`config.mk`:
```
export PLATFORM = sky130hd
export DESIGN_NAME = tick_divider_bank
export DESIGN_NICKNAME = d
export VERILOG_FILES = /design/src/rtl/tick_divider_bank_pkg.sv /design/src/rtl/tick_divider_bank_channel.sv /design/src/rtl/tick_divider_bank.sv
export SDC_FILE = /design/constraint.sdc
export NUM_CORES = 1
export LEC_CHECK = 0
export CAP_MARGIN = 20
export CORE_AREA = 2 2 179 181
export CTS_CLUSTER_SIZE = 8
export DETAILED_ROUTE_END_ITERATION = 10
export DIE_AREA = 0 0 181 183
export PLACE_DENSITY_LB_ADDON = 0.1
export SLEW_MARGIN = 5
export SYNTH_ARGS = -nofsm -noshare
export SYNTH_HDL_FRONTEND = slang
export SYNTH_SLANG_ARGS = --single-unit
```
`constraint.sdc`:
```
create_clock -name clk_in -period 9.7 [get_ports clk_in]
set_input_delay 1.94 -clock clk_in [delete_from_list [all_inputs] [get_ports clk_in]]
set_output_delay 1.94 -clock clk_in [all_outputs]
set_load 0.02 [all_outputs]
```
`src/rtl/tick_divider_bank_pkg.sv`:
```
// Shared constants and helpers for the tick divider bank and its channels.
package tick_divider_bank_pkg;

  // Default counter width and reset half-period for every divider channel.
  localparam int          CLK_CNT_W        = 28;
  localparam int unsigned CLK_DEFAULT_HALF = 65_000_000;

  // Half-periods the game code typically loads for blink and animation timing.
  localparam int unsigned CLK_BLINK_HALF   = 25_000_000;
  localparam int unsigned CLK_ANIM_HALF    = 6_500_000;

  // Bits needed to index n items, never less than one.
  function automatic int clog2_min1(input int n);
    int w;
    w = 1;
    while ((1 << w) < n) begin
      w = w + 1;
    end
    return w;
  endfunction

endpackage

```
`src/rtl/tick_divider_bank_channel.sv`:
```
// One divider channel: counts 0..half, emits a tick and toggles clk_out at
// each half-period boundary. A restart returns the phase to zero, and a write
// replaces the half-period.
module tick_divider_bank_channel
  import tick_divider_bank_pkg::*;
#(
  parameter int          CNT_W        = CLK_CNT_W,
  parameter int unsigned DEFAULT_HALF = CLK_DEFAULT_HALF
) (
  input  logic             clk_in,
  input  logic             reset,
  input  logic             en,
  input  logic             restart,
  input  logic             wr,
  input  logic [CNT_W-1:0] wr_half,
  output logic             tick,
  output logic             clk_out
);

  localparam logic [CNT_W-1:0] RESET_HALF = CNT_W'(DEFAULT_HALF);

  logic [CNT_W-1:0] cnt_q, cnt_d;
  logic [CNT_W-1:0] half_q, half_d;
  logic             tick_q, tick_d;
  logic             clk_q, clk_d;
  logic             at_terminal;

  // Treat any count at or beyond half as terminal so the counter can never run past it.
  assign at_terminal = (cnt_q >= half_q);

  // Next-state: restart beats terminal count, which beats increment; a write lands even during restart.
  always_comb begin
    cnt_d  = cnt_q;
    half_d = half_q;
    tick_d = 1'b0;
    clk_d  = clk_q;
    if (wr) begin
      half_d = wr_half;
    end
    if (restart) begin
      cnt_d = '0;
      clk_d = 1'b0;
    end else if (en) begin
      if (at_terminal) begin
        cnt_d  = '0;
        tick_d = 1'b1;
        clk_d  = ~clk_q;
      end else begin
        cnt_d = cnt_q + CNT_W'(1);
      end
    end
  end

  // State registers; reset puts the channel at phase zero with the default half-period.
  always_ff @(posedge clk_in or posedge reset) begin
    if (reset) begin
      cnt_q  <= '0;
      half_q <= RESET_HALF;
      tick_q <= 1'b0;
      clk_q  <= 1'b0;
    end else begin
      cnt_q  <= cnt_d;
      half_q <= half_d;
      tick_q <= tick_d;
      clk_q  <= clk_d;
    end
  end

  assign tick    = tick_q;
  assign clk_out = clk_q;

endmodule

```
`src/rtl/tick_divider_bank.sv`:
```
// Multi-channel tick/clock divider. Decodes run-time half-period loads,
// merges the global sync into every channel's restart, and acknowledges
// accepted loads one cycle later.
module tick_divider_bank
  import tick_divider_bank_pkg::*;
#(
  parameter int          CHANNELS     = 4,
  parameter int          CNT_W        = CLK_CNT_W,
  parameter int unsigned DEFAULT_HALF = CLK_DEFAULT_HALF,
  parameter int          CH_W         = clog2_min1(CHANNELS)
) (
  input  logic                clk_in,
  input  logic                reset,
  input  logic [CHANNELS-1:0] en,
  input  logic                sync,
  input  logic                load,
  input  logic [CH_W-1:0]     load_ch,
  input  logic [CNT_W-1:0]    load_half,
  output logic                load_ack,
  output logic [CHANNELS-1:0] tick,
  output logic [CHANNELS-1:0] clk_out
);

  logic load_hit;
  logic load_ack_q, load_ack_d;

  // Loads aimed at a channel that does not exist are dropped silently.
  assign load_hit = load && (int'(load_ch) < CHANNELS);

  // Acknowledge exactly the loads that were accepted.
  always_comb begin
    load_ack_d = load_hit;
  end

  // Registered acknowledge so the output has no combinational path from inputs.
  always_ff @(posedge clk_in or posedge reset) begin
    if (reset) begin
      load_ack_q <= 1'b0;
    end else begin
      load_ack_q <= load_ack_d;
    end
  end

  assign load_ack = load_ack_q;

  for (genvar gi = 0; gi < CHANNELS; gi++) begin : g_ch
    logic sel;

    assign sel = load_hit && (load_ch == CH_W'(gi));

    // A load also restarts its channel so a shrinking half-period cannot be overrun.
    tick_divider_bank_channel #(
      .CNT_W       (CNT_W),
      .DEFAULT_HALF(DEFAULT_HALF)
    ) u_ch (
      .clk_in (clk_in),
      .reset  (reset),
      .en     (en[gi]),
      .restart(sync | sel),
      .wr     (sel),
      .wr_half(load_half),
      .tick   (tick[gi]),
      .clk_out(clk_out[gi])
    );
  end

endmodule
```
Word level (Yosys, flattened, before mapping)
Index checks and enable logic that the tools add are counted.
- logic and storage cells: 89
- bits of input ports: 38
- output and inout bits: 9
- register bits after elaboration: 233
- bitwise operators: 8
- order comparisons: 4
- add/subtract/negate cells: 4
- mux-type cells: 36
- eq/ne operators: 3
- reductions and logical operators: 17
- operators with widths (cell ; number):
    28-bit two-way mux ; 12
    28-bit by 1-bit adder with 28-bit output (second input constant) ; 4
    28-bit greater-or-equal comparator ; 4
    1-bit two-way mux ; 24
    2-bit nonzero test ; 8
    2-bit AND reduction ; 4
    2-bit == test (second input constant) ; 2
    1-bit logical AND ; 4
    1-bit NOT ; 4
    1-bit OR ; 4
    2-bit by 1-bit == test with 1-bit output (second input constant) ; 1
    2-bit logical NOT ; 1

Logic depth before layout (Yosys ltp)
Gate-level depths: netlist of the first run.
- depth in word-level cells: 5
- depth in mapped cells: 9
- mapped depth without buffers: 8

Modules after synthesis
Synthesis of the first run repeated with hierarchy kept, for this count alone.
- cells, all modules: 1379
- area total of the unflattened synthesis: 13244.0 um^2
- by module, submodules not included (module ; cells each ; instances ; area an instance (um^2) ; seq. area each (um^2)):
    tick_divider_bank_channel ; 342 ; 4 ; 3289.4 ; 1468.9
    tick_divider_bank ; 11 ; 1 ; 86.3 ; 25.0

Worst setup path after synthesis of the first run
OpenSTA, ideal clock, no wires.
- path kind: input -> register
- start point: input port en[2]
- end point: register g_ch[2].u_ch.cnt_q[26]
- required time: 9.582 ns
- path buffers: 1
- arrival: 3.214 ns
- library setup time: 0.118 ns
- stages on the path: 7
- path slack: 6.368 ns
- cells stage by stage: clkbuf_1 > or2_2 > o2111a_1 > and3_1 > nand4_1 > xor2_1 > nor2_1
- word-level cells in the longest chain between the ends: 1
- RTL lines (element ; RTL line ; text):
    start: declaration ; tick_divider_bank.sv:14 ; input logic [CHANNELS-1:0] en,
    2-bit nonzero test (no line) ; n/a ;
    end signal: assignment ; tick_divider_bank_channel.sv:62 ; cnt_q <= cnt_d;
    end: declaration ; tick_divider_bank_channel.sv:22 ; logic [CNT_W-1:0] cnt_q, cnt_d;
Every way passes these cells.
A chain may end at the register's enable or synchronous reset.

Worst setup path after layout of the first run
- start point: input port load_ch[1]
- end point: register g_ch[2].u_ch.cnt_q[26]
- word-level cells in the longest chain between the ends: 4
- elaborated cells on any way between the ends: 5
- those cells by class: eq/ne: 1; mux: 1; bitwise: 1; reduce/logical: 2
- RTL lines (element ; RTL line ; text):
    start: declaration ; tick_divider_bank.sv:17 ; input logic [CH_W-1:0] load_ch,
    2-bit == test (*) ; tick_divider_bank.sv:49 ; assign sel = load_hit && (load_ch == CH_W'(gi));
    1-bit logical AND (*) ; tick_divider_bank.sv:49 ;
    1-bit OR (*) ; tick_divider_bank.sv:59 ; .restart(sync | sel),
    28-bit two-way mux / 2-bit nonzero test (equally long branches) ; n/a ;
Mark *: on every way between the ends. The rest lies on a longest branch, timed or not.

==> run_results.csv, run 1 <==
group,metric,value,unit
outcome,status,"complete, no violations",
pwr,power,2.57,mW
sta,tns,0,ns
yosys,synth_cells,1367,
sta,slew_headroom,39.4,%
final_layout,area_delta_synth_final,13.8,%
detailed_routing,drt-vias-per-instance,5.17,
pwr,ir_worst_vdd,0.0953,mV
clock_tree,cts_resized,0,
detailed_routing,postRouteAntennaNets,0,
min_path,hp-class,"reg2reg",
clock_tree,postCtsHoldBufs,0,
run,cap_violations,0,
floorplan,num_io_pins,47,
sta,fin_skew,0.0101,ns
critical_path,crit_required,10.08,ns
placement,io_buffers,46,
sta,worstMarginPinSlew,0.909,ns
yosys,synth_edf_count,0,
floorplan,fp.coreArea,31200,um^2
clock_tree,cts_setup_buffers,0,
yosys,yosysWarnings,0,
global_routing,grt_max_degree,108,
final_layout,num_antenna_cells,0,
sta,final-hold-violation-count,0,
sta,worst_hold_slack,0.502,ns
sta,rsz0062_at_grt,"false",
clock_tree,numCtsBuffers,35,
yosys,ys_ff_latch,233,
final_layout,fill_cells,2944,
placement,dp_hpwl,22300,um
critical_path,arrival,4.38,ns
clock_tree,clock-sinks,233,
clock_tree,path_clk_slew,0.05,ns
final_layout,mostFrequentLayoutCell,"dfrtp_1",
final_layout,layout-drive-gt1-share,13.2,%
detailed_routing,vias,9497,
sta,fin_crit_sh,41.2,%
detailed_routing,drt-total-wl,31400,um
yosys,ys_async_sr_fraction,100,%
global_routing,grt_pass1_wl,51300,um
critical_path,endpoint_kind,"flop",
detailed_routing,drtIter0Drc,542,
sta,min_period,4.00,ns
clock_tree,cts_tree,"yes",
final_layout,multiInputGateArea,6630,um^2
global_routing,track_usage,19.5,%
pwr,p_per_area,171,nW/um^2
clock_tree,h-tree-depth,2,
critical_path,r2r_cells,7,
final_layout,regArea,5900,um^2
yosys,syn_area,13200,um^2
placement,finalWeightedCongestion,0.792,
sta,final-setup-viol-count,0,
min_path,whs_path_depth,2,
yosys,synth.avg_cell_area,9.69,um^2
final_layout,layout_common_cells,"dfrtp_1 (177), nand2_1 (141), inv_1 (127)",
detailed_routing,drt_first_pass_iters,5,
clock_tree,cts_root_buf,"clkbuf_16",
yosys,ys.flop_type,"dfrtp_1",
critical_path,crit_path_max_fanout,59,
global_routing,grt_antenna_before_repair,0,
pwr,leakage,6.72,nW
global_routing,grt_pass1_vias,9097,
critical_path,critPathLaunchType,"input port",
floorplan,rows,65,
placement,place_area,14000,um^2
global_routing,grt-ovfl-total,0,
floorplan,die_w,181,um
placement,pre_cts_ws,5.24,ns
clock_tree,cts_buffer_depth,3,
critical_path,cp_cell_sequence,"clkdlybuf4s50_1, and3b_2, buf_4, o2111a_1, and3_1, nand4_1, xor2_1, nor2_1",
floorplan,start_util,42.4,%
critical_path,slowest_stage,"clkdlybuf4s50_1",
yosys,synth-seq-area-share,44.5,%
floorplan,dieArea,33100,um^2
sta,fmax,250,MHz
detailed_routing,drc,0,
critical_path,slowest_delay,0.64,ns
sta,final_max_slew_viol_count,0,
detailed_routing,post_drt_wl_per_cell,17.1,um
yosys,synth.distinct_cells,73,
floorplan,fp.dieH,183,um
yosys,synth_nets,1521,
clock_tree,clk_latency,0.50,ns
final_layout,fin_nets,1564,
sta,finalWorstSetupSlack,5.70,ns
critical_path,crit_type,"in2reg",
final_layout,fin_area,15100,um^2
## critical path: cells and delay by family
family,cells,cell delay (ns)
AOI/OAI and AO/OA,1,0.45
xor gates and xnor gates,1,0.16
buffers and inverters,2,1.08
and+or+nand+nor,4,0.70
## where the power goes
part           switching [mW]  leakage, nW  internal, mW
Clock                   0.429        0.484         0.704
Combinational           0.186         3.28         0.125
Sequential             0.0376         2.95          1.09
Total                   0.652         6.72          1.92
## cells by family after synthesis
logic type / Yosys count / share of synthesized area (%)
and+or+nand+nor: 494 / 18.8
xor gates and xnor gates: 88 / 5.82
adders and majority gates: 116 / 11.0
buffers and inverters: 177 / 5.47
muxes: 60 / 5.08
DFF: 233 / 44.5
AOI/OAI and AO/OA: 199 / 9.31
## final cells by class
cell class / count / area share [%]
clock buffers: 61 / 6.74
well taps: 402 / 3.34
clock inverters: 1 / 0.0498
repair buffers: 54 / 3.45
multi-input cells: 957 / 44.0
flip-flops and latches: 233 / 39.2
inverters: 129 / 3.26
## stage by stage
step                      instances  util, %
after floorplan                1367        -
after global placement         1775     45.0
after detailed placement       1775     45.0
after CTS                      1837     48.2
after global routing           1837     48.2
final                          1837     48.2
## registers in the layout (all words and copies together), names as in the netlist
name / cells
g_ch.u_ch.clk_out: 4
g_ch.u_ch.cnt_q: 112
g_ch.u_ch.half_q: 112
g_ch.u_ch.tick: 4
load_ack: 1
## routing by layer
metal  routed length [um]  vias to the layer above  share of wire [%]  track usage (%)
li1                     -                     4814                  -                -
met1                16200                     4510                 52             29.2
met2                13700                      133                 44             30.1
met3                 1010                       40                3.2             2.94
met4                  463                        0                1.5             4.03
met5                    0                        -                  0                0
## path summary, 6_finish.rpt
path,start,to,slack [ns]
worst max-delay path,load_ch[1],g_ch[2].u_ch.cnt_q[26]$_DFFE_PP0P_,5.70
worst min-delay path,g_ch[0].u_ch.half_q[14]$_DFFE_PP1P_,g_ch[0].u_ch.half_q[14]$_DFFE_PP1P_,0.50
worst max register to register,g_ch[0].u_ch.half_q[25]$_DFFE_PP1P_,g_ch[0].u_ch.clk_out$_DFFE_PP0P_,6.52
worst min register to register,g_ch[0].u_ch.half_q[14]$_DFFE_PP1P_,g_ch[0].u_ch.half_q[14]$_DFFE_PP1P_,0.50
max in group asynchronous,reset,g_ch[3].u_ch.cnt_q[4]$_DFFE_PP0P_,6.25
min in group asynchronous,reset,g_ch[1].u_ch.clk_out$_DFFE_PP0P_,1.99
## synth_stat cells, types with 7 or more instances
cell	instances	area, um^2
nor2b_1	10	62.6
nand2_1	141	529
nor2_1	123	462
o211ai_1	7	52.6
xor2_1	50	438
nand2b_1	17	106
nor3_1	19	95.1
buf_4	10	75.1
nand4_1	49	307
xnor2_1	38	333
nor3_2	10	100
clkbuf_1	29	109
nand3b_1	7	52.6
ha_1	116	1450
nor4_1	7	43.8
nand3_1	39	195
mux2_2	57	642
dfstp_2	56	1470
and4_1	13	114
and3_1	23	144
a21oi_1	59	295
o21ai_0	77	385
dfrtp_1	177	4430
inv_1	128	480
No activity file was read; power rests on OpenSTA's default activity.
==> inputs of run 2 (changes only) <==
clock period = 3.9 ns   (was 9.7 ns; I/O delays follow)
==> run 2 against run 1 <==
Compared with the run above:
- design area is 0.36% higher
- critical path depth is the same
- via count is 0.28% higher
- combinational power grew to 2.5 times the previous value
==> run_results.csv, run 2 (synthesis gave the netlist of run 1 again) <==
group,metric,value,unit
critical_path,crit_path_max_fanout,19,
global_routing,grt_antenna_before_repair,1,
clock_tree,cts_resized,0,
detailed_routing,vias,9524,
floorplan,fp.coreArea,31200,um^2
clock_tree,numCtsBuffers,35,
clock_tree,h-tree-depth,2,
pwr,p_switching,1.64,mW
min_path,hp-class,"reg2reg",
sta,final-setup-viol-count,0,
clock_tree,cts_buffer_depth,3,
sta,fin_crit_sh,79.2,%
clock_tree,path_clk_slew,0.05,ns
critical_path,crit_type,"reg2reg",
clock_tree,postCtsHoldBufs,0,
detailed_routing,drt_first_pass_iters,5,
run,cap_violations,0,
placement,dp_cells,1778,
final_layout,fin_nets,1567,
floorplan,start_util,42.4,%
final_layout,fin_area,15100,um^2
detailed_routing,drt-total-wl,31800,um
floorplan,num_io_pins,47,
final_layout,top_regs,"g_ch.u_ch.cnt_q x112, g_ch.u_ch.half_q x112",
floorplan,die_w,181,um
final_layout,fill_cells,3004,
critical_path,arrival,3.46,ns
placement,place_area,14100,um^2
placement,pre_cts_ws,0.688,ns
global_routing,track_usage,19.8,%
global_routing,grt_pass1_vias,9338,
clock_tree,cts_setup_buffers,0,
pwr,leakage,6.74,nW
final_layout,fin_cells,1840,
pwr,swShare,25.3,%
final_layout,mostFrequentLayoutCell,"dfrtp_1",
clock_tree,clock-sinks,233,
sta,slew_headroom,36.6,%
sta,tns,0,ns
final_layout,layout_common_cells,"dfrtp_1 (177), nand2_1 (141), inv_1 (127)",
placement,io_buffers,46,
pwr,combinationalPowerShare,12.0,%
placement,finalWeightedCongestion,0.769,
pwr,p_per_area,429,nW/um^2
critical_path,critPathLaunchType,"flop",
clock_tree,clk_latency,0.51,ns
outcome,status,"complete, no violations",
final_layout,multiInputGateArea,6630,um^2
sta,fin_skew,0.0137,ns
final_layout,area_delta_synth_final,14.2,%
critical_path,rrSetupSlack,0.81,ns
floorplan,dieArea,33100,um^2
clock_tree,cts_root_buf,"clkbuf_16",
detailed_routing,drtIter0Drc,523,
global_routing,grt_pass1_wl,52000,um
pwr,ir_worst_vdd,0.251,mV
critical_path,endpoint_kind,"flop",
sta,rsz0062_at_grt,"false",
final_layout,regArea,5900,um^2
placement,dp_hpwl,22700,um
pwr,p_seq_share,43.2,%
global_routing,grt_max_degree,171,
pwr,clkPwrFrac,44.8,%
sta,worst_hold_slack,0.485,ns
pwr,internal_power,4.84,mW
clock_tree,cts_tree,"yes",
detailed_routing,postRouteAntennaNets,0,
pwr,power,6.48,mW
critical_path,crit_required,4.27,ns
final_layout,num_antenna_cells,0,
detailed_routing,post_drt_wl_per_cell,17.3,um
detailed_routing,drc,0,
floorplan,fp.dieH,183,um
sta,final-hold-violation-count,0,
sta,finalWorstSetupSlack,0.812,ns
sta,fmax,324,MHz
final_layout,post-route-util,48.4,%
final_layout,layout-drive-gt1-share,13.4,%
sta,final_max_slew_viol_count,0,
sta,worstMarginPinSlew,0.952,ns
detailed_routing,drt-vias-per-instance,5.18,
sta,min_period,3.09,ns
floorplan,rows,65,
global_routing,grt-ovfl-total,0,
==> run 2: cell types whose count changed in the layout (fill, tap and decap cells not counted) <==
| cell | before | now |
|---|---|---|
| buf_4 | 8 | 10 |
| buf_12 | 0 | 1 |
| bufinv_16 | 0 | 1 |
| inv_8 | 1 | 0 |
==> run 2: layout make-up <==
| cell class | instances | share of cell area, % |
|---|---|---|
| Timing Repair Buffer | 57 | 3.67 |
| Inverter | 129 | 3.23 |
| Clock inverter | 1 | 0.199 |
| Clock buffer | 61 | 6.72 |
| Multi-Input combinational cell | 957 | 43.8 |
| Sequential cell | 233 | 39.0 |
| Tap cell | 402 | 3.33 |
==> run 2: metal layers <==
metal  global-route usage (%)  up-vias  part of all wire (%)  routed length, um
li1                         -     4807                     -                  -
met1                     28.6     4547                    50              15800
met2                     31.1      126                    45              14200
met3                     2.86       44                   3.4               1080
met4                     5.85        0                   2.3                729
met5                        0        -                     0                  0
==> run 2: final timing paths <==
check	startpoint	end	cells past startpoint
worst min-delay path	g_ch[2].u_ch.half_q[0]$_DFFE_PP0P_	g_ch[2].u_ch.half_q[0]$_DFFE_PP0P_	2
min in group asynchronous	reset	g_ch[1].u_ch.half_q[3]$_DFFE_PP0P_	3
worst max-delay path	g_ch[0].u_ch.half_q[9]$_DFFE_PP1P_	g_ch[0].u_ch.clk_out$_DFFE_PP0P_	8
worst min register to register	g_ch[2].u_ch.half_q[0]$_DFFE_PP0P_	g_ch[2].u_ch.half_q[0]$_DFFE_PP0P_	2
worst max register to register	g_ch[0].u_ch.half_q[9]$_DFFE_PP1P_	g_ch[0].u_ch.clk_out$_DFFE_PP0P_	8
max in group asynchronous	reset	g_ch[0].u_ch.half_q[26]$_DFFE_PP0P_	3
==> run 2: critical path, stage by stage, from the launching register on <==
cell and delay (ns):
dfstp_2 0.51, inv_1 0.04, ha_1 0.28, nand4_1 0.13
a2111oi_1 0.69, o31ai_4 0.11, buf_4 0.24, a21oi_4 0.57
mux2_1 0.39
==> run 2: power by group through the flow <==
stage / clock network (mW) / registers, mW / logic (mW)
after floorplan: 0 / 2.81 / 0.556
after global placement: 0 / 2.83 / 0.768
after CTS: 2.98 / 2.80 / 0.793
final: 2.90 / 2.80 / 0.778
after detailed placement: 0 / 2.84 / 0.786
after global routing: 3.10 / 2.83 / 0.899
